**src/rtl/instruction_fetch_stage_pkg.sv**
```systemverilog
// Shared constants and helpers for the instruction fetch stage.
// Instruction words are 32 bits and always word-aligned.
package instruction_fetch_stage_pkg;

   localparam int XLEN        = 32;
   localparam int INSTR_BYTES = 4;

   localparam logic [XLEN-1:0] NOP_INSTRUCTION  = 32'h0000_0013;
   localparam logic [XLEN-1:0] RESET_PC_DEFAULT = 32'h0000_0000;

   // Redirect targets may carry junk in the byte-offset bits.
   function automatic logic [XLEN-1:0] align_pc(input logic [XLEN-1:0] addr);
      return addr & ~(XLEN'(INSTR_BYTES - 1));
   endfunction

endpackage

```
**src/rtl/instruction_fetch_stage_buffer.sv**
```systemverilog
// Small synchronous FIFO used both as the {pc,instr} fetch buffer and as the in-flight PC queue.
// The head entry is readable combinationally; a flush empties it in one cycle.
module fetch_buffer #(
   parameter int DEPTH = 2,
   parameter int WIDTH = 64,
   localparam int CNT_W = $clog2(DEPTH) + 1,
   localparam int PTR_W = $clog2(DEPTH)
) (
   input  logic             clk,
   input  logic             rst,
   input  logic             push,
   input  logic [WIDTH-1:0] push_data,
   input  logic             pop,
   input  logic             flush,
   output logic [WIDTH-1:0] head_data,
   output logic [CNT_W-1:0] count,
   output logic             empty,
   output logic             full
);

   logic [WIDTH-1:0] entries [DEPTH];
   logic [PTR_W-1:0] rd_ptr;
   logic [PTR_W-1:0] wr_ptr;
   logic             do_push;
   logic             do_pop;

   assign empty     = (count == '0);
   assign full      = (count == CNT_W'(DEPTH));
   assign do_pop    = pop && !empty;
   assign do_push   = push && (!full || do_pop);
   assign head_data = entries[rd_ptr];

   // DEPTH is a power of two, so the pointers wrap on their own.
   always_ff @(posedge clk or posedge rst) begin
      if (rst) begin
         rd_ptr <= '0;
         wr_ptr <= '0;
         count  <= '0;
      end else if (flush) begin
         rd_ptr <= '0;
         wr_ptr <= '0;
         count  <= '0;
      end else begin
         if (do_push) wr_ptr <= wr_ptr + PTR_W'(1);
         if (do_pop)  rd_ptr <= rd_ptr + PTR_W'(1);
         case ({do_push, do_pop})
            2'b10:   count <= count + CNT_W'(1);
            2'b01:   count <= count - CNT_W'(1);
            default: count <= count;
         endcase
      end
   end

   always_ff @(posedge clk) begin
      if (do_push) entries[wr_ptr] <= push_data;
   end

endmodule

```
**src/rtl/instruction_fetch_stage.sv**
```systemverilog
// First pipeline stage: issues in-order I-cache requests under a credit limit, buffers returned
// words with their PCs, and drops responses that were in flight when a redirect arrived.
module instruction_fetch_stage
   import instruction_fetch_stage_pkg::*;
#(
   parameter logic [31:0] RESET_PC  = RESET_PC_DEFAULT,
   parameter int          BUF_DEPTH = 2
) (
   input  logic        clk,
   input  logic        rst,
   output logic        icache_req,
   output logic [31:0] icache_address,
   input  logic        icache_ready,
   input  logic        icache_rsp_valid,
   input  logic [31:0] icache_rsp_data,
   input  logic        branch_taken,
   input  logic [31:0] branch_target,
   input  logic        stall_fetch_stage,
   output logic [31:0] instruction,
   output logic [31:0] pc_out,
   output logic        instruction_valid
);

   localparam int CNT_W = $clog2(BUF_DEPTH) + 1;

   logic [XLEN-1:0]   fpc;
   logic [CNT_W-1:0]  outstanding;
   logic [CNT_W-1:0]  drop_cnt;
   logic              fetch_enable;
   logic [CNT_W-1:0]  buf_count;
   logic [CNT_W-1:0]  pcq_count;
   logic              buf_empty;
   logic              buf_full;
   logic              pcq_empty;
   logic              pcq_full;
   logic [CNT_W:0]    credit_sum;
   logic              accept;
   logic              rsp_take;
   logic              rsp_keep;
   logic              head_pop;
   logic [XLEN-1:0]   rsp_pc;
   logic [2*XLEN-1:0] head_entry;

   // Every buffer slot is reserved at request time, so the buffer can never overflow.
   assign credit_sum     = {1'b0, outstanding} + {1'b0, buf_count};
   assign icache_req     = fetch_enable && !branch_taken && (credit_sum < (CNT_W+1)'(BUF_DEPTH));
   assign icache_address = fpc;
   assign accept         = icache_req && icache_ready;
   assign rsp_take       = icache_rsp_valid && (outstanding != '0);
   assign rsp_keep       = rsp_take && (drop_cnt == '0) && !branch_taken;
   assign head_pop       = instruction_valid && !stall_fetch_stage;

   assign instruction_valid = !buf_empty;
   assign instruction       = instruction_valid ? head_entry[XLEN-1:0] : NOP_INSTRUCTION;
   assign pc_out            = instruction_valid ? head_entry[2*XLEN-1:XLEN] : '0;

   fetch_buffer #(.DEPTH(BUF_DEPTH), .WIDTH(2*XLEN)) data_buffer (
      .clk       (clk),
      .rst       (rst),
      .push      (rsp_keep),
      .push_data ({rsp_pc, icache_rsp_data}),
      .pop       (head_pop),
      .flush     (branch_taken),
      .head_data (head_entry),
      .count     (buf_count),
      .empty     (buf_empty),
      .full      (buf_full)
   );

   // The PC queue survives redirects: stale responses still have to pop their PC.
   fetch_buffer #(.DEPTH(BUF_DEPTH), .WIDTH(XLEN)) pc_queue (
      .clk       (clk),
      .rst       (rst),
      .push      (accept),
      .push_data (fpc),
      .pop       (rsp_take),
      .flush     (1'b0),
      .head_data (rsp_pc),
      .count     (pcq_count),
      .empty     (pcq_empty),
      .full      (pcq_full)
   );

   // A redirect reloads drop_cnt from what is still in flight after this cycle's response.
   always_ff @(posedge clk or posedge rst) begin
      if (rst) begin
         fpc          <= RESET_PC;
         outstanding  <= '0;
         drop_cnt     <= '0;
         fetch_enable <= 1'b0;
      end else begin
         fetch_enable <= 1'b1;
         if (branch_taken)
            fpc <= align_pc(branch_target);
         else if (accept)
            fpc <= fpc + XLEN'(INSTR_BYTES);
         outstanding <= outstanding + CNT_W'(accept) - CNT_W'(rsp_take);
         if (branch_taken)
            drop_cnt <= outstanding - CNT_W'(rsp_take);
         else if (rsp_take && (drop_cnt != '0))
            drop_cnt <= drop_cnt - CNT_W'(1);
      end
   end

   a_rsp_needs_request: assert property (@(posedge clk) disable iff (rst)
      icache_rsp_valid |-> (outstanding != '0) && !pcq_empty);
   a_pcq_tracks_outstanding: assert property (@(posedge clk) disable iff (rst)
      pcq_count == outstanding);
   a_no_overflow: assert property (@(posedge clk) disable iff (rst)
      !(rsp_keep && buf_full && !head_pop) && !(accept && pcq_full));

endmodule

```
**config.mk**
```make
export PLATFORM = sky130hd
export DESIGN_NAME = instruction_fetch_stage
export DESIGN_NICKNAME = d
export VERILOG_FILES = /design/src/rtl/instruction_fetch_stage_pkg.sv /design/src/rtl/instruction_fetch_stage_buffer.sv /design/src/rtl/instruction_fetch_stage.sv
export SDC_FILE = /design/constraint.sdc
export NUM_CORES = 1
export LEC_CHECK = 0
export ABC_CLOCK_PERIOD_IN_PS = 8300
export BUFFER_PORTS_ARGS = -buffer_cell sky130_fd_sc_hd__buf_4
export CAP_MARGIN = 20
export CELL_PAD_IN_SITES_DETAIL_PLACEMENT = 0
export CELL_PAD_IN_SITES_GLOBAL_PLACEMENT = 1
export CORE_MARGIN = 5
export CORE_UTILIZATION = 35
export DETAILED_ROUTE_END_ITERATION = 8
export PLACE_DENSITY_LB_ADDON = 0.25
export SLEW_MARGIN = 30
export SYNTH_ARGS = -nofsm -noshare
export SYNTH_HDL_FRONTEND = slang
export SYNTH_SLANG_ARGS = --single-unit
```
**constraint.sdc**
```tcl
create_clock -name clk -period 8.3 [get_ports clk]
set_clock_uncertainty 0.05 [all_clocks]
set_input_delay 0.415 -clock clk [delete_from_list [all_inputs] [get_ports clk]]
set_output_delay 0.415 -clock clk [all_outputs]
set_load 0.01 [all_outputs]
```
# Word level (Yosys, flattened, before mapping)
# Memories as Yosys holds them, arrays and structs flattened.
# Index checks and enable logic that the tools add are counted.
totals:
  regBits: 45
  latch_bits: 0
  ramBits: 192
  mem_bits_ro: 0
  in_bits: 70
  output_inout_bits: 98
  mem_count: 2
memory_table:
  columns: ["memory", "words", "width", "rd", "rd_clocked_by_memory_dff", "write_ports", "line", "rtl"]
  rows:
  - ["data_buffer.entries", 2, 64, 1, 0, 1, "instruction_fetch_stage_buffer.sv:21", "logic [WIDTH-1:0] entries [DEPTH];"]
  - ["pc_queue.entries", 2, 32, 1, 0, 1, "instruction_fetch_stage_buffer.sv:21", null]
op_classes:
  add_sub_neg: 14
  n_mul: 0
  n_div: 0
  n_lt_le_gt_ge: 1
  n_eq_ne: 6
  shifts: 0
  n_mux: 17
  bitwise_logic: 0
  reduce_logical: 31
ops:
  columns: ["cell", "count"]
  rows:
  - ["$mux W32", 4]
  - ["$add A32 B3 Y32 const B", 1]
  - ["$reduce_bool A2 Y1", 7]
  - ["$logic_and A1 B1 Y1", 12]
  - ["$eq A2 B2 Y1 const B", 4]
  - ["$mux W1", 8]
  - ["$pmux W2 S2", 2]
  - ["$logic_not A1 Y1", 6]
  - ["$logic_not A2 Y1", 3]
  - ["$mux W2", 3]
  - ["$sub A2 B1 Y2 const B", 3]
  - ["$add A1 B1 Y1 const B", 4]
  - ["$add A2 B1 Y2 const B", 2]
  - ["$eq A2 B1 Y1 const B", 2]
  - ["$sub A2 B1 Y2", 2]
  - ["$add A2 B2 Y3", 1]
  - ["$lt A3 B2 Y1 const B", 1]
  - ["$reduce_bool A3 Y1", 1]
  - ["$add A2 B1 Y2", 1]
  - ["$logic_or A1 B1 Y1", 2]

# Longest topological paths before layout
# Gate-level depths: netlist of run 1.
depth:
  ltp_word: 9
  ltp_mapped: 10
  ltp_nobuf: 9

# Cells and area by module
# A second synthesis of run 1 with hierarchy kept.
hier_totals:
  cells_unflattened: 654
  hier_area_um2: 9955.8
modules_own_cells:
  columns: ["module", "instances", "cells_each", "area_per_inst_um2"]
  rows:
  - ["fetch_buffer at data_buffer", 1, 228, 4883.4]
  - ["fetch_buffer at pc_queue", 1, 129, 2556.2]
  - ["instruction_fetch_stage", 1, 297, 2516.2]

# Worst setup path after synthesis of run 1
# OpenSTA, ideal clock, no wires.
synth_timing:
  path_kind: "reg2reg"
  from: "register outstanding[1]"
  to: "memory data_buffer.entries[1][0] (enable)"
  setup_ns: 0.571
  arrival_time_ns: 5.697
  t_required_ns: 7.679
  path_slack_ns: 1.981
  path_stages_with_launch: 6
  n_path_buf: 0
  period_less_slack_ns: 6.319
  path_cell_list: "dfrtp_1 o21ai_0 inv_1 and2_1 o21ai_0 nor3b_1"
synth_via:
  elab_chain_len: 7
synth_lines:
  columns: ["item", "line", "rtl"]
  rows:
  - ["start, declared", "instruction_fetch_stage.sv:27", "logic [CNT_W-1:0] outstanding;"]
  - ["start signal, assigned", "instruction_fetch_stage.sv:97", "outstanding <= outstanding + CNT_W'(accept) - CNT_W'(rsp_take);"]
  - ["$reduce_bool A2 Y1", "instruction_fetch_stage.sv:49", "assign rsp_take = icache_rsp_valid && (outstanding != '0);"]
  - ["$logic_and A1 B1 Y1", "instruction_fetch_stage.sv:49", null]
  - ["$logic_and A1 B1 Y1 (2 in series)", "instruction_fetch_stage.sv:50", "assign rsp_keep = rsp_take && (drop_cnt == '0) && !branch_taken;"]
  - ["$logic_and A1 B1 Y1", "instruction_fetch_stage_buffer.sv:30", "assign do_push = push && (!full || do_pop);"]
  - ["$mux W1", "instruction_fetch_stage_buffer.sv:55", "if (do_push) entries[wr_ptr] <= push_data;"]
  - ["$mux W1 (implied by the code)", "instruction_fetch_stage_buffer.sv:55", null]
  - ["end, declared", "instruction_fetch_stage_buffer.sv:21", null]
# No other way between the ends.

# Worst setup path in the final report of run 1
layout_timing:
  from: "register data_buffer.count[0]"
  to: "memory pc_queue.entries[1][12] in the netlist's numbering (enable)"
layout_via:
  elab_chain_len: 7
layout_lines:
  columns: ["item", "line", "rtl"]
  rows:
  - ["start, declared", "instruction_fetch_stage_buffer.sv:16", "output logic [CNT_W-1:0] count,"]
  - ["start signal, assigned", "instruction_fetch_stage_buffer.sv:47", "2'b10: count <= count + CNT_W'(1);"]
  - ["start signal, assigned", "instruction_fetch_stage_buffer.sv:48", "2'b01: count <= count - CNT_W'(1);"]
  - ["start signal, assigned", "instruction_fetch_stage_buffer.sv:49", "default: count <= count;"]
  - ["$add A2 B2 Y3", "instruction_fetch_stage.sv:45", "assign credit_sum = {1'b0, outstanding} + {1'b0, buf_count};"]
  - ["$lt A3 B2 Y1", "instruction_fetch_stage.sv:46", "assign icache_req = fetch_enable && !branch_taken && (credit_sum < (CNT_W+1)'(BUF_DEPTH));"]
  - ["$logic_and A1 B1 Y1", "instruction_fetch_stage.sv:46", null]
  - ["$logic_and A1 B1 Y1", "instruction_fetch_stage.sv:48", "assign accept = icache_req && icache_ready;"]
  - ["$logic_and A1 B1 Y1", "instruction_fetch_stage_buffer.sv:30", null]
  - ["$mux W1", "instruction_fetch_stage_buffer.sv:55", null]
  - ["$mux W1 (implied by the code)", "instruction_fetch_stage_buffer.sv:55", null]
  - ["end, declared", "instruction_fetch_stage_buffer.sv:21", null]
# No other way between the ends.

==> results of run 1 <==
-- sequential cells by signal, indices dropped and copies added, names as in the netlist, 2 cells and up --
name / count
data_buffer.count: 2
data_buffer.entries: 124
drop_cnt: 2
icache_address: 30
outstanding: 2
pc_queue.count: 2
pc_queue.entries: 60
-- cell type report --
class | count | area (um^2) | share of cell area [%]
sequential | 227 | 6610 | 54.7
multi-input combinational | 394 | 2650 | 21.9
timing repair buffer | 189 | 1490 | 12.3
clock buffer | 33 | 707 | 5.85
tap | 341 | 427 | 3.53
clock inverter | 15 | 144 | 1.19
inverter | 15 | 58.8 | 0.487
-- worst max-delay path by stage --
stage | endpoint | startpoint | slack (ns)
finish | pc_queue.entries[1][12] | data_buffer.count[0] | 5.34
global route | instruction[15] | data_buffer.rd_ptr | 5.18
CTS | pc_out[2] | data_buffer.rd_ptr | 5.24
detailed placement | pc_queue.entries[1][20] | data_buffer.count[0] | 5.33
global placement | pc_queue.entries[0][29] | data_buffer.count[0] | 5.29
floorplan | data_buffer.entries[1][0] | outstanding[1] | 1.98
-- power groups by stage --
stage               registers [W]  clock network, W  logic (W)
global placement          0.00145                 0   0.000530
floorplan                 0.00143                 0   0.000330
CTS                       0.00143           0.00114   0.000549
global route              0.00144           0.00119   0.000592
finish                    0.00143           0.00111   0.000532
detailed placement        0.00145                 0   0.000538
-- cell families (layout without fill, tap and decap cells) --
kind of cell,count (synthesis),after routing
adder cells (fa/ha/maj),6,6
other,2,5
flip-flops,227,227
AO/OA/AOI/OAI,72,72
buffers and inverters,48,252
AND/OR/NAND/NOR,206,206
multiplexers,97,97
XOR/XNOR,8,8
-- stage by stage --
stage          setup WS, ns  hold WS, ns  instances  util (%)
3_3_place_gp           5.29        0.414       1146      41.2
2_1_floorplan          1.98        0.410        669         -
4_1_cts                5.24     0.000157       1214      45.2
3_5_place_dp           5.33        0.419       1147      41.3
5_1_grt                5.18      0.00842       1214      45.2
6_report               5.34       0.0274       1214      45.2
-- worst max-delay path, cell delays in order, from the launching register on --
cell and delay (ns):
dfrtp_1 0.47, and2_1 0.19, fa_1 0.47, nor4b_4 0.31, and2_1 0.20, buf_4 0.29, and3_1 0.20, buf_4 0.39
-- metal layers --
metal | vias up | wire, um
met5 | - | 0
met4 | 0 | 348
met3 | 30 | 1130
met2 | 146 | 10400
met1 | 2833 | 9660
li1 | 2837 | -
-- synth_stat cells (13+ instances only) --
library cell / n
dfrtp_1: 43
edfxtp_1: 184
clkbuf_1: 14
nand2_1: 47
inv_1: 15
mux2_2: 30
nor2_1: 89
a21oi_1: 13
nand3_1: 13
o21ai_0: 27
mux2i_1: 67
==> impl_metrics.tcl, run 1 <==
set metrics [dict create \
    cts.reportedPaths.clkPinSlew_ns 0.06 \
    power.density_nw_per_um2 254 \
    finalMaxSlewViolations 0 \
    critPathKind "reg -> reg" \
    grt_first_pass_wirelength_um 34000 \
    wl_per_cell_um 17.7 \
    grt_use_total_pct 14.0 \
    clock_latency_ns 0.53 \
    hp-class "in -> reg" \
    die_w_um 174 \
    fp.dieArea_um2 30300 \
    start_util_pct 35.2 \
    synth.top_cells.by_area "edfxtp_1, dfrtp_1, mux2i_1, mux2_2, nor2_1" \
    drive_above_1_share_pct 28.4 \
    cts_tree "yes" \
    synth_top_cell_by_area "edfxtp_1" \
    crit_arrival_ns 3.07 \
    ys_warn_count 0 \
    num_antenna_cells 0 \
    post-cts-setup-buffers 0 \
    drt_iter0_markers 267 \
    firstDrtPassIters 4 \
    leakage_nw 4.44 \
    rsz0062_at_grt "no" \
    fmax_mhz 338 \
    cts_hold_buf 19 \
    p_switching_w 0.000795 \
    min_path_cells 1 \
    gp_congestion 0.722 \
    wirelength_um 21500 \
    p_sw_share_pct 26.0 \
    nets 929 \
    grt_pass1_vias 6047 \
    io_pins 168 \
    synthMuxAreaShare_pct 10.7 \
    grt_use_met2_pct 23.6 \
    numCtsBuffers 26 \
    synth_simple_gate_area_share_pct 10.3 \
    synthXorXnorAreaFrac_pct 0.744 \
    p_comb_share_pct 17.4 \
    synth-main-ff-cell "edfxtp_1" \
    r2r_cells 7 \
    synth-async-reset-ratio_pct 18.9 \
    hold_end "data_buffer.entries[0][14]" \
    overflow 0 \
    cp-start-kind "flop" \
    cts_resized 0 \
    period_share_pct 35.6 \
    grt_max_degree 63 \
    status "finished, final reports clean" \
    rows 60 \
    setup_viol 0 \
    grt-busiest-layer "met2" \
    ir_worst_vdd_mv 0.141 \
    tns_ns 0 \
    worstPathRequired_ns 8.41 \
    drc 0 \
    synth_compound_area_share_pct 5.01 \
    syn-instance-count 666 \
    grt_use_met3_pct 3.04 \
    p_int_w 0.00227 \
    avgSynthCellArea_um2 14.1 \
    worst_pin_slew_ns 0.956 \
    finalCriticalPeriod_ns 2.96 \
    synth_top_area_share_pct 58.7 \
    yosysUniqueCellTypes 42 \
    synth_fa_ha_area_share_pct 0.877 \
    dp_hpwl_um 13400 \
    synth_area_um2 9420 \
    clkPwrFrac_pct 36.1 \
    regToRegEndpoint "pc_queue.entries[1][12]" \
    cts_max_path_buffers 3 \
    final_common_cell "edfxtp_1" \
    hold_viol_final 0 \
    place_area_um2 11000 \
    final_cell_mix "edfxtp_1, buf_4, nor2_1" \
    finalPower_w 0.00306 \
    port_buffers 161 \
    p_seq_share_pct 46.6 \
    core_area_um2 26700 \
    relSlewSlack_pct 36.3 \
    antenna_found_initial 0 \
    final_area_um2 12100 \
    maxCapViolations 0 \
    routed_via_density 4.82 \
    numClockSinks 227 \
    gr-usage-met1_pct 18.7 \
    r2r_setup_slack_ns 5.34 \
    clockRootBuffer "clkbuf_16" \
    vias 5846 \
    drtAntennaViolNets 0 \
    area_growth_pct 28.3 \
    ys_ff_latch 227 \
    critPathMaxFanout 30 \
    synth_seq_area_share_pct 70.1 \
    synth_top_family_by_area "multiplexers" \
    r2r_start "data_buffer.count[0]" \
    min_from "icache_rsp_data[14]" \
    cp-end-kind "flop" \
    die_height_um 174 \
    fillers 2431 \
    ctsHtreeMaxLevel 1 \
    synth-edff-count 184 \
]
No activity file was read; power rests on OpenSTA's default activity.
==> run 2: changes to the inputs <==
--- a/config.mk
+++ b/config.mk
@@ -5,7 +5,7 @@
 export SDC_FILE = /design/constraint.sdc
 export NUM_CORES = 1
 export LEC_CHECK = 0
-export ABC_CLOCK_PERIOD_IN_PS = 8300
+export ABC_CLOCK_PERIOD_IN_PS = 2670
 export BUFFER_PORTS_ARGS = -buffer_cell sky130_fd_sc_hd__buf_4
 export CAP_MARGIN = 20
 export CELL_PAD_IN_SITES_DETAIL_PLACEMENT = 0
==> constraint.sdc (replaced) <==
create_clock -name clk -period 2.67 [get_ports clk]
set_clock_uncertainty 0.05 [all_clocks]
set_input_delay 0.1335 -clock clk [delete_from_list [all_inputs] [get_ports clk]]
set_output_delay 0.1335 -clock clk [all_outputs]
set_load 0.01 [all_outputs]
==> impl_metrics.tcl, run 2 (same netlist as run 1, synthesis figures left out) <==
set metrics [dict create \
    status "finished, final reports clean" \
    grt_first_pass_wirelength_um 34900 \
    power.density_nw_per_um2 748 \
    ir_worst_vdd_mv 0.392 \
    period_share_pct 92.9 \
    post-cts-setup-buffers 0 \
    cp-end-kind "flop" \
    pre_cts_slack_ns 0.0958 \
    clockRootBuffer "clkbuf_16" \
    fin_util_pct 47.6 \
    fin_ws_ns 0.190 \
    leakage_nw 4.72 \
    num_antenna_cells 0 \
    critPathKind "reg -> reg" \
    die_w_um 174 \
    routed_via_density 4.79 \
    numClockSinks 227 \
    placed_cells 1162 \
    core_area_um2 26700 \
    gp_congestion 0.768 \
    slowest_delay_ns 0.50 \
    ctsHtreeMaxLevel 1 \
    drtAntennaViolNets 0 \
    finalMaxSlewViolations 0 \
    overflow 0 \
    wl_per_cell_um 17.0 \
    largest_reg_flops 124 \
    finalCriticalPeriod_ns 2.48 \
    cp-start-kind "flop" \
    wirelength_um 21700 \
    die_height_um 174 \
    fp.dieArea_um2 30300 \
    drive_above_1_share_pct 28.5 \
    cts_max_path_buffers 3 \
    multi_input_area_um2 2690 \
    dp_hpwl_um 13900 \
    final_common_cell "edfxtp_1" \
    crit_arrival_ns 2.88 \
    hold_viol_final 0 \
    final_cell_mix "edfxtp_1, buf_4, nor2_1" \
    grt_max_degree 63 \
    clock_latency_ns 0.52 \
    cts.reportedPaths.clkPinSlew_ns 0.06 \
    p_sw_share_pct 25.9 \
    worst_pin_slew_ns 0.768 \
    p_int_w 0.00704 \
    clkPwrFrac_pct 34.3 \
    regArea_um2 6610 \
    drt_iter0_markers 348 \
    p_comb_share_pct 19.0 \
    hp-class "in -> reg" \
    grt_use_total_pct 14.2 \
    numCtsBuffers 25 \
    setup_viol 0 \
    crit_chain "fa_1 -> nor4b_4 -> nand3_1 -> or3_1 -> or3_1 -> nand3_1" \
    p_switching_w 0.00247 \
    rows 60 \
    p_seq_share_pct 46.7 \
    cts_tree "yes" \
    port_buffers 161 \
    tns_ns 0 \
    maxCapViolations 0 \
    area_growth_pct 35.1 \
    worstPathRequired_ns 3.07 \
    rsz0062_at_grt "no" \
    fillers 2389 \
    vias 6111 \
    nets 992 \
    drc 0 \
    finalPower_w 0.00951 \
    slowest_stage "fa_1" \
    top_register "data_buffer.entries" \
    final_cells 1275 \
    io_pins 168 \
    firstDrtPassIters 4 \
    start_util_pct 35.2 \
    critPathMaxFanout 5 \
    grt_pass1_vias 6285 \
    relSlewSlack_pct 48.6 \
    antenna_found_initial 0 \
    fmax_mhz 403 \
]
## run 2: changes by cell type in the layout (fill, tap and decap cells not counted), sizes merged
| cell | delta |
|---|---|
| buf | +15 |
| clkbuf | +2 |
| clkinv | -2 |
| clkinvlp | -3 |
| dlygate4sd3 | +49 |
## run 2: worst max-delay path: cells and delay by family (launching register included)
kind | cells | cell delay (ns)
AND/OR/NAND/NOR | 5 | 1.41
adder cells (fa/ha/maj) | 1 | 0.50
flip-flops | 1 | 0.46
## run 2: cell type report
class                   instances  share of cell area (%)
clock buffers                  35                    5.29
well taps                     341                    3.35
clock inverters                10                   0.816
repair buffers                253                    17.0
multi-input cells             394                    21.2
flip-flops and latches        227                    51.9
inverters                      15                   0.443
## run 2: power groups by stage
stage,sequential [W],combinational (W),clock (W)
final,0.00444,0.00181,0.00327
after global routing,0.00448,0.00200,0.00353
after CTS,0.00444,0.00185,0.00337
after detailed placement,0.00451,0.00176,0
after global placement,0.00451,0.00175,0
after floorplan,0.00446,0.00105,0
## run 2: what timing repair did
item / 4_1_cts / 5_1_grt
endpoints found under the setup margin: 0 / 5
resized for setup: 0 / 3
hold endpoints to repair: 142 / 0
hold buffers: 68 / 0
## run 2: per-layer routing
layer  up-vias  GRT usage [%]  part of all wire [%]
li1       2962              -                     -
met1      2938           18.7                    44
met2       181           24.0                    48
met3        30           3.37                   6.7
met4         0           3.10                   1.5
met5         -              0                     0
## run 2: final timing paths
kind	from	end	slack, ns	cells after the start
min in group asynchronous	rst	icache_address[25]	0.31	4
hold / removal	icache_ready	icache_address[5]	0.05	4
hold reg to reg	pc_queue.rd_ptr	pc_queue.rd_ptr	0.42	1
setup reg to reg	outstanding[1]	icache_address[19]	0.19	6
setup / recovery	outstanding[1]	icache_address[19]	0.19	6
max in group asynchronous	rst	data_buffer.rd_ptr	1.79	4
## run 2: through the flow
| step | hold slack [ns] | area (um^2) |
|---|---|---|
| 2_1_floorplan | 0.182 | 9500 |
| 3_3_place_gp | 0.268 | 11300 |
| 3_5_place_dp | 0.271 | 11300 |
| 4_1_cts | 0.0173 | 12700 |
| 5_1_grt | 0.0481 | 12700 |
| 6_report | 0.0470 | 12700 |
